## src/rtl/mul_sn_trunc_seq_pkg.sv

```systemverilog
// Shared definitions for the sequential Baugh-Wooley multiplier.
//   - FSM state encodings (IDLE/BUSY/DONE)
//   - bw_sign: sign of partial-product bit (i,j)
//   - bw_const: correction constant for the inverted-bit form of the negative terms,
//     restricted to columns >= lo so that masked terms leave no residue
//   - params_legal: W/TRUNC legality, checked at elaboration by the top
package mul_sn_trunc_seq_pkg;

    localparam logic [1:0] S_IDLE = 2'd0;
    localparam logic [1:0] S_BUSY = 2'd1;
    localparam logic [1:0] S_DONE = 2'd2;

    // 1 when the term a_i*b_j carries negative weight (exactly one index is the sign bit)
    function automatic logic bw_sign(input int i, input int j, input int w);
        return (i == w - 1) != (j == w - 1);
    endfunction

    // Each negative term -x*2^k is built as (~x)*2^k - 2^k. Columns W-1..2W-3 each hold
    // two such terms, so the constant is -sum(2^(k+1)) over the kept columns.
    // With lo=0 this reduces to the classic 2^W + 2^(2W-1) (mod 2^2W).
    function automatic logic [31:0] bw_const(input int w, input int lo);
        logic [31:0] c;
        c = '0;
        for (int k = w - 1; k <= 2 * w - 3; k++) begin
            if (k >= lo) c = c - (32'd1 << (k + 1));
        end
        return c;
    endfunction

    function automatic bit params_legal(input int w, input int trunc);
        return (w >= 2) && (w <= 16) && (trunc >= 0) && (trunc <= 2 * w - 1);
    endfunction

endpackage

```

## src/rtl/mul_sn_trunc_seq_if.sv

```systemverilog
// Operand/result handshake bundle for mul_sn_trunc_seq.
//   in_valid/in_ready + a, b, approx : operand side
//   out_valid/out_ready + o, o_approx : result side
// slave modport is the multiplier's view, master the producer/consumer's view.
interface mul_sn_trunc_seq_if #(parameter int W = 8);
    logic           in_valid;
    logic           in_ready;
    logic [W-1:0]   a;
    logic [W-1:0]   b;
    logic           approx;
    logic           out_valid;
    logic           out_ready;
    logic [2*W-1:0] o;
    logic           o_approx;

    modport slave (
        input  in_valid, a, b, approx, out_ready,
        output in_ready, out_valid, o, o_approx
    );

    modport master (
        output in_valid, a, b, approx, out_ready,
        input  in_ready, out_valid, o, o_approx
    );
endinterface

```

## src/rtl/mul_sn_trunc_seq_bw_pp_row.sv

```systemverilog
// One Baugh-Wooley partial-product row, combinational.
//   i_b      : full multiplier operand
//   i_a_bit  : multiplicand bit selecting this row (a[i_row])
//   i_row    : row index, also the left shift of the row
//   i_approx : drop bits whose column is below TRUNC
//   o_row    : 2W-bit row, negative-weight bits inverted, masked bits forced to 0
module mul_sn_trunc_seq_bw_pp_row
    import mul_sn_trunc_seq_pkg::*;
#(
    parameter int W     = 8,
    parameter int TRUNC = 3
) (
    input  logic [W-1:0]         i_b,
    input  logic                 i_a_bit,
    input  logic [$clog2(W)-1:0] i_row,
    input  logic                 i_approx,
    output logic [2*W-1:0]       o_row
);

    logic [W-1:0] w_bits;

    always_comb begin
        w_bits = '0;
        for (int j = 0; j < W; j++) begin
            // Masked bits stay 0 so they never reach the adder, even when inverted.
            if (!i_approx || (int'(i_row) + j) >= TRUNC)
                w_bits[j] = (i_a_bit & i_b[j]) ^ bw_sign(int'(i_row), j, W);
        end
        o_row = {{W{1'b0}}, w_bits} << i_row;
    end

endmodule

```

## src/rtl/mul_sn_trunc_seq.sv

```systemverilog
// Sequential signed WxW multiplier with per-transaction exact/truncated mode.
// One Baugh-Wooley row is accumulated per cycle: accept -> W BUSY cycles -> DONE.
//   clock, reset : rising-edge clock, synchronous active-high reset
//   bus (slave)  : in_valid/in_ready/a/b/approx in, out_valid/out_ready/o/o_approx out
module mul_sn_trunc_seq
    import mul_sn_trunc_seq_pkg::*;
#(
    parameter int W     = 8,
    parameter int TRUNC = 3
) (
    input logic               clock,
    input logic               reset,
    mul_sn_trunc_seq_if.slave bus
);

    localparam int RW = $clog2(W);
    localparam int PW = 2 * W;
    localparam logic [PW-1:0] C_EXACT  = PW'(bw_const(W, 0));
    localparam logic [PW-1:0] C_APPROX = PW'(bw_const(W, TRUNC));

    generate
        if (!params_legal(W, TRUNC)) begin : g_illegal
            $error("mul_sn_trunc_seq: W must be 2..16 and TRUNC 0..2W-1");
        end
    endgenerate

    logic [1:0]    r_state;
    logic [W-1:0]  r_a;
    logic [W-1:0]  r_b;
    logic          r_approx;
    logic [RW-1:0] r_row;
    logic [PW-1:0] r_acc;
    logic [PW-1:0] r_o;
    logic          r_o_approx;

    logic [PW-1:0] w_row;
    logic [PW-1:0] w_corr;
    logic [PW-1:0] w_sum;
    logic          w_last;

    mul_sn_trunc_seq_bw_pp_row #(.W(W), .TRUNC(TRUNC)) u_row (
        .i_b      (r_b),
        .i_a_bit  (r_a[r_row]),
        .i_row    (r_row),
        .i_approx (r_approx),
        .o_row    (w_row)
    );

    // The correction constant rides along with row 0 only.
    assign w_corr = (r_row == '0) ? (r_approx ? C_APPROX : C_EXACT) : '0;
    assign w_sum  = r_acc + w_row + w_corr;
    assign w_last = (r_row == RW'(W - 1));

    always_ff @(posedge clock) begin
        if (reset) begin
            r_state    <= S_IDLE;
            r_a        <= '0;
            r_b        <= '0;
            r_approx   <= 1'b0;
            r_row      <= '0;
            r_acc      <= '0;
            r_o        <= '0;
            r_o_approx <= 1'b0;
        end else begin
            case (r_state)
                S_IDLE: begin
                    if (bus.in_valid) begin
                        r_a      <= bus.a;
                        r_b      <= bus.b;
                        r_approx <= bus.approx;
                        r_acc    <= '0;
                        r_row    <= '0;
                        r_state  <= S_BUSY;
                    end
                end
                S_BUSY: begin
                    r_acc <= w_sum;
                    r_row <= r_row + 1'b1;
                    // o only updates on entry to DONE and holds through IDLE.
                    if (w_last) begin
                        r_o        <= w_sum;
                        r_o_approx <= r_approx;
                        r_state    <= S_DONE;
                    end
                end
                S_DONE: begin
                    if (bus.out_ready) r_state <= S_IDLE;
                end
                default: r_state <= S_IDLE;
            endcase
        end
    end

    assign bus.in_ready  = (r_state == S_IDLE);
    assign bus.out_valid = (r_state == S_DONE);
    assign bus.o         = r_o;
    assign bus.o_approx  = r_o_approx;

endmodule

```

## src/flat_wrapper.sv

```systemverilog
// flat-port wrapper written by rule: the top's interface ports become plain ports
module mul_sn_trunc_seq_flat import mul_sn_trunc_seq_pkg::*;
#(
    parameter int W     = 8,
    parameter int TRUNC = 3
)
  (clock, reset, bus_in_valid, bus_a, bus_b, bus_approx, bus_out_ready, bus_in_ready, bus_out_valid, bus_o, bus_o_approx);
  mul_sn_trunc_seq_if #(.W(W)) bus_i ();
  input logic clock;
  input logic reset;
  input wire logic [$bits(bus_i.in_valid)-1:0] bus_in_valid;
  input wire logic [$bits(bus_i.a)-1:0] bus_a;
  input wire logic [$bits(bus_i.b)-1:0] bus_b;
  input wire logic [$bits(bus_i.approx)-1:0] bus_approx;
  input wire logic [$bits(bus_i.out_ready)-1:0] bus_out_ready;
  output wire logic [$bits(bus_i.in_ready)-1:0] bus_in_ready;
  output wire logic [$bits(bus_i.out_valid)-1:0] bus_out_valid;
  output wire logic [$bits(bus_i.o)-1:0] bus_o;
  output wire logic [$bits(bus_i.o_approx)-1:0] bus_o_approx;
  assign bus_i.in_valid = bus_in_valid;
  assign bus_i.a = bus_a;
  assign bus_i.b = bus_b;
  assign bus_i.approx = bus_approx;
  assign bus_i.out_ready = bus_out_ready;
  assign bus_in_ready = bus_i.in_ready;
  assign bus_out_valid = bus_i.out_valid;
  assign bus_o = bus_i.o;
  assign bus_o_approx = bus_i.o_approx;
  mul_sn_trunc_seq #(.W(W), .TRUNC(TRUNC)) u_core (.clock(clock), .reset(reset), .bus(bus_i));
endmodule
```

## config.mk

```make
export PLATFORM = sky130hd
export DESIGN_NAME = mul_sn_trunc_seq_flat
export DESIGN_NICKNAME = d
export VERILOG_FILES = /design/src/rtl/mul_sn_trunc_seq_pkg.sv /design/src/rtl/mul_sn_trunc_seq_if.sv /design/src/rtl/mul_sn_trunc_seq_bw_pp_row.sv /design/src/rtl/mul_sn_trunc_seq.sv /design/src/flat_wrapper.sv
export SDC_FILE = /design/constraint.sdc
export NUM_CORES = 1
export LEC_CHECK = 0
export BUFFER_PORTS_ARGS = -buffer_cell sky130_fd_sc_hd__buf_2
export CELL_PAD_IN_SITES_DETAIL_PLACEMENT = 1
export CELL_PAD_IN_SITES_GLOBAL_PLACEMENT = 2
export CORE_ASPECT_RATIO = 0.6
export CORE_UTILIZATION = 36
export CTS_BUF_LIST = sky130_fd_sc_hd__clkbuf_8
export CTS_CLUSTER_DIAMETER = 60
export DETAILED_ROUTE_END_ITERATION = 8
export GPL_TIMING_DRIVEN = 0
export MAX_ROUTING_LAYER = met4
export PLACE_DENSITY_LB_ADDON = 0.1
export SETUP_SLACK_MARGIN = 0.15
export SYNTH_ARGS = -nofsm -noshare
export SYNTH_HDL_FRONTEND = slang
export SYNTH_SLANG_ARGS = --single-unit
```

## constraint.sdc

```tcl
create_clock -name clock -period 4.99 [get_ports clock]
set_input_delay 0.2495 -clock clock [delete_from_list [all_inputs] [get_ports clock]]
set_output_delay 0.2495 -clock clock [all_outputs]
set_load 0.01 [all_outputs]
```

# --- After elaboration in Yosys (flattened, before gate mapping) ---
# Cells that the tools add are included.
totals:
  in_bits: 21
  word_cells: 87
  register_bits: 55
  out_inout_bits: 19
classes:
  addsub: 10
  eq_ne: 7
  order_cmp: 9
  bitwise: 17
  reduce_logical: 16
  mux: 19
  n_shift: 1
ops:
  columns: ["op", "count"]
  rows:
  - ["$add A16 B16 Y16", 2]
  - ["$mux W16", 2]
  - ["$pmux W16 S2", 1]
  - ["$ge A4 B2 Y1 const B", 7]
  - ["$add A3 B3 Y4 const B", 4]
  - ["$shl A8 B3 Y16", 1]
  - ["$mux W1", 9]
  - ["$add A3 B2 Y4 const B", 2]
  - ["$and A1 B1 Y1", 8]
  - ["$logic_or A1 B1 Y1", 8]
  - ["$xor A1 B1 Y1", 8]
  - ["$mux W2", 3]
  - ["$pmux W2 S3", 1]
  - ["$pmux W3 S2", 1]
  - ["$reduce_and A2 Y1", 3]
  - ["$add A3 B1 Y4 const B", 1]
  - ["$lt A3 B4 Y1 const B", 1]
  - ["$ne A2 B2 Y1 const B", 2]
  - ["$add A3 B1 Y3 const B", 1]
  - ["$bmux W1 S3", 1]
  - ["$eq A3 B1 Y1 const B", 1]
  - ["$eq A3 B3 Y1 const B", 1]
  - ["$ge A3 B2 Y1 const B", 1]
  - ["$logic_not A3 Y1", 1]
  - ["9 further kinds", 9]

# --- Logic depth before layout (Yosys ltp) ---
logic_depth:
  ltp_word: 9
  mapped_depth: 19

# --- By module ---
# A second synthesis with hierarchy kept.
unflattened:
  cells_unflattened: 435
  area_unflattened_um2: 3572.2
modules_own_cells:
  columns: ["module", "cells_each", "area_each_um2", "n_inst"]
  rows:
  - ["mul_sn_trunc_seq", 328, 2830.2, 1]
  - ["mul_sn_trunc_seq_bw_pp_row", 107, 742.0, 1]

# --- Worst setup path before layout ---
# Ideal clock, no wire load.
synth_path:
  kind: "register to register"
  from: "register u_core.r_row[2]"
  to: "register u_core.r_acc[12]"
  path_stages_with_launch: 15
  t_arrival_ns: 4.113
  required_time_ns: 4.873
  setup_ns: 0.117
  slack_ns: 0.760
  cell_sequence: "dfxtp_1 buf_6 mux4_2 mux2_4 a21oi_1 or3_1 mux2i_1 mux2_2 fa_1 ha_1 a21o_1 a21o_1 or4_1 a21o_1 a32o_1"
synth_between:
  elab_chain_len: 9
  word_cells_on_any_way: 57
synth_lines:
  columns: ["item", "line_no", "text"]
  rows:
  - ["start: declaration", "mul_sn_trunc_seq.sv:31", "logic [RW-1:0] r_row;"]
  - ["start signal: assignment", "mul_sn_trunc_seq.sv:78", "r_row <= r_row + 1'b1;"]
  - ["parallel branches: the longest is 7 deep, another holds $add A16 B16 Y16", null, null]
  - ["$add A16 B16 Y16 (*)", "mul_sn_trunc_seq.sv:51", "assign w_sum = r_acc + w_row + w_corr;"]
  - ["$pmux W16 S2 (*)", "mul_sn_trunc_seq.sv:65", "case (r_state)"]
  - ["end signal: assignment", "mul_sn_trunc_seq.sv:77", "r_acc <= w_sum;"]
  - ["end: declaration", "mul_sn_trunc_seq.sv:32", "logic [PW-1:0] r_acc;"]
# Every way passes the cells marked *. The select of a mux whose other input is x is not followed.
# A chain may end at the register's enable or synchronous reset.

# --- Worst setup path in the final report ---
layout_path:
  from: "register u_core.r_row[2]"
  to: "register u_core.r_acc[15]"
# The elaborated chain is that of the path after synthesis.

==> summary.md <==
| Metric | Value |
|---|---|
| Max FO, Critical Path | 10 |
| Wirelength, routed | approximately 12,000 um |
| GR Overflow Total | 0 |
| Power share of the clock group | 34.6% |
| Fin cells | around 640 |
| Sequential fraction of the synthesis area | 30.18% |
| Hold Path Origin | bus_b[0] |
| Relative slew slack | 20.82% |
| CP Cell Sequence | buf_6, mux4_2, mux2_4, a21oi_1, or3_1, mux2i_1, mux2_2, fa_1, ha_1, a21o_1, a21o_1, a31oi_1, o21ai_0, mux2i_1, buf_4, a311oi_1 |
| Ys Warns | 0 |
| R2R depth | 16 |
| Max clock buf depth | 2 |
| DP Wirelength | 9211 um |
| CTS Root Cell | clkbuf_8 |
| Die width | 132.0 um |
| HP Class | in -> reg |
| Height of the die | 79.98 um |
| Synth Instances | ~450 |
| Hold Slack | 0.1395 ns |
| RSZ-0062 raised after global routing | true |
| I/O Pins | 40 |
| H-tree depth | 2 |
| FF+latch count, synth | 55 |
| Slew Viols, Final | 0 |
| Initial antenna violation count | 0 |
| Cell internal pwr | about 670 uW |
| Fin. Hold Viols | 0 |
| Clock buffer count from CTS | 5 |
| Crit Reg-Reg Endpoint | u_core.r_acc[15] |
| Pre-CTS setup slack | -0.2043 ns |
| Final setup TNS | 0 ns |
| DRT iter0 DRCs | 199 |
| Design area | 4238 sq um |
| P per Cell Area | about 230 nW/um^2 |
| Seq pwr share | 48.5% |
| CP Data Arrival Time | 4.89 ns |
| Syn-to-layout area delta | 16.15% |
| Vias in the first global route | between 3,000 and 4,000 |
| Mapped Nets | 514 |
| Worst setup SP type | flip-flop |
| Hold path depth | 3 |
| Post-route DRC violation count | 0 |
| Combinational Power Share | 16.9% |
| Leak pwr | 1.825 nW |
| Number of synthesized flops with an enable pin | 0 |
| Clock Skews | about 0.02 ns |
| Die area | 10,550 sq um |
| MaxCap Viol Count | 0 |
| Initial Util | 37.06% |
| Worst-path clk slew | around 0.12 ns |
| Hold-fix buffers, CTS | 0 |
| Final setup fails | 0 |
| Sinks on the clock net | 55 |
| Max rail drop VDD | 0.1056 mV |
| Mean Syn Cell Area | around 8 sq um |
| RR Startpoint | u_core.r_row[2] |
| IO Port Bufs | 39 |
| Largest net degree at the start of global routing | 20 |
| # rows | 28 |
| Post-Place Cell Area | around 4000 sq um |
| Post-Syn Area | 3648 sq um |
| Critical path type | reg -> reg |
| Fin util | 43.05% |
| Final period util | 93.09% |
| GPL Wtd Cong | 0.8370 |
| Final min period | approximately 4.6 ns |
| FF-to-FF setup slack | 0.34 ns |
| Hold endpoint | u_core.r_b[0] |
| Setup slack after layout | about 0.34 ns |
| Core Area | around 9800 sq um |
| Switching share of power | a little over 30% |
| CP max-delay cell | mux4_2 |
| Critical path required time | 5.24 ns |
| Slew @ Worst Pin | 1.179 ns |
| TritonCTS clock tree | done |
| Sw power | approximately 290 uW |
| # nets final | 563 |
| Via count | roughly 3,500 |
| Routed WL per cell | 18.91 um |
| Via density | 5.521 |
| Slowest stage delay, CP | 0.64 ns |
| Share of layout cells above drive strength 1 | 16.33% |
| Post-route ant nets | 0 |
| Top FF cell, synth | dfxtp_1 |
| Total power | about 960 uW |
| Kind of end point of the critical path | flip-flop |
| Count of cell types in the netlist | 58 |
| Fmax | about 0.22 GHz |
| Global-route wire length before repair | 18,640 um |
| Router iterations before antenna repair | 4 |
| Dpl cells | 626 |
| Outcome | finished clean |
| Post-synthesis async set-or-reset flop share | 0% |
| Gr usage total | 23.76% |
| Latest clock arrival within the worst-skew pair | between 0.3 and 0.4 ns |
| Diodes inserted | 0 |
-- state kept, by name (all words and copies together), names as in the netlist --
register and flops:
u_core.bus.o 16, u_core.r_acc 16, u_core.r_a 8, u_core.r_b 8, u_core.r_row 3, u_core.r_state 2
u_core.bus.o_approx 1, u_core.r_approx 1
-- placed cells by master (no fill, tap or decap), types with 4 or more instances in the layout --
cell type / instances
nand2_1: 82
a21oi_1: 53
o21ai_1: 4
inv_1: 6
and2_1: 4
nand4_1: 4
nor2b_1: 7
a22o_1: 5
ha_1: 38
a31oi_1: 7
nand3_1: 13
clkbuf_8: 5
xnor2_1: 16
and3_1: 4
dfxtp_1: 53
a21o_1: 8
o21ai_0: 13
nor2_1: 28
mux2i_1: 4
clkbuf_1: 16
nor3_1: 18
buf_2: 40
-- layout make-up --
class | instances | area, sq um
Inverter | 6 | 22.52
Buffer | 24 | 110.1
Fill cell | 1212 | 5607
Clock buffer | 5 | 68.82
Clock inverter | 3 | 50.05
Sequential cell | 55 | 1104
Tap cell | 135 | 168.9
Timing Repair Buffer | 41 | 210.2
Multi-Input combinational cell | 368 | 2504
-- worst max-delay path by stage --
stage | startpoint | endpoint | slack (ns) | cells after the start
2_1_floorplan | u_core.r_row[2] | u_core.r_acc[12] | 0.76 | 14
3_3_place_gp | u_core.r_row[0] | u_core.r_acc[15] | -0.19 | 18
3_5_place_dp | u_core.r_row[0] | u_core.r_acc[15] | -0.20 | 18
4_1_cts | u_core.r_row[2] | u_core.r_acc[12] | 0.16 | 17
5_1_grt | u_core.r_row[2] | u_core.r_acc[15] | 0.11 | 19
6_report | u_core.r_row[2] | u_core.r_acc[15] | 0.34 | 16
-- kinds of logic (layout without fill, tap and decap cells) --
logic type	count (synthesis)	in the layout	synth area share, %
simple gates	177	177	22.77
mux	12	13	4.458
buf+inv	30	79	3.326
compound gates	119	119	20.47
fa+ha+maj	41	41	14.47
xor+xnor	18	18	4.321
flops	55	55	30.18
-- repair_timing --
item,in CTS,in global routing
gates resized for setup,7,17
pin swaps,0,0
endpoints found under the setup margin,9,13
buffers inserted,0,2
gates cloned,0,1
-- worst max-delay path, delay by kind of cell, from the launching register on --
kind,cells,cell delay [ns]
flops,1,0.40
buf+inv,2,0.34
mux,5,1.52
simple gates,1,0.18
compound gates,6,1.36
fa+ha+maj,2,0.77
-- cell usage after synthesis (4+ instances only) --
| library cell | count | share of area (%) |
|---|---|---|
| a211oi_1 | 5 | 1.0 |
| a21o_1 | 8 | 1.6 |
| a21oi_1 | 53 | 7.3 |
| a22o_1 | 5 | 1.2 |
| a31oi_1 | 8 | 1.4 |
| and2_1 | 4 | 0.69 |
| and3_1 | 4 | 0.69 |
| clkbuf_1 | 21 | 2.2 |
| dfxtp_1 | 55 | 30 |
| ha_1 | 39 | 13 |
| inv_1 | 6 | 0.62 |
| mux2i_1 | 5 | 1.4 |
| nand2_1 | 82 | 8.4 |
| nand3_1 | 13 | 1.8 |
| nand4_1 | 4 | 0.69 |
| nor2_1 | 28 | 2.9 |
| nor2b_1 | 7 | 1.2 |
| nor3_1 | 18 | 2.5 |
| o21ai_0 | 15 | 2.1 |
| xnor2_1 | 16 | 3.8 |
-- per-layer routing --
layer  up-vias  part of all wire, %  track usage [%]
li1       1733                    -                -
met1      1715                   57            35.30
met2        60                   39            34.02
met3         9                  3.4            3.302
met4         0                 0.56            3.837
met5         -                    0                -
-- power by group through the flow --
stage               Sequential (mW)  Clock [mW]  Combinational (mW)
CTS                           0.466       0.345               0.155
global placement              0.475           0               0.149
finish                        0.468       0.334               0.163
floorplan                     0.470           0               0.106
detailed placement            0.476           0               0.153
global route                  0.470       0.362               0.183
Note: power is estimated with default switching activity, not from simulation.
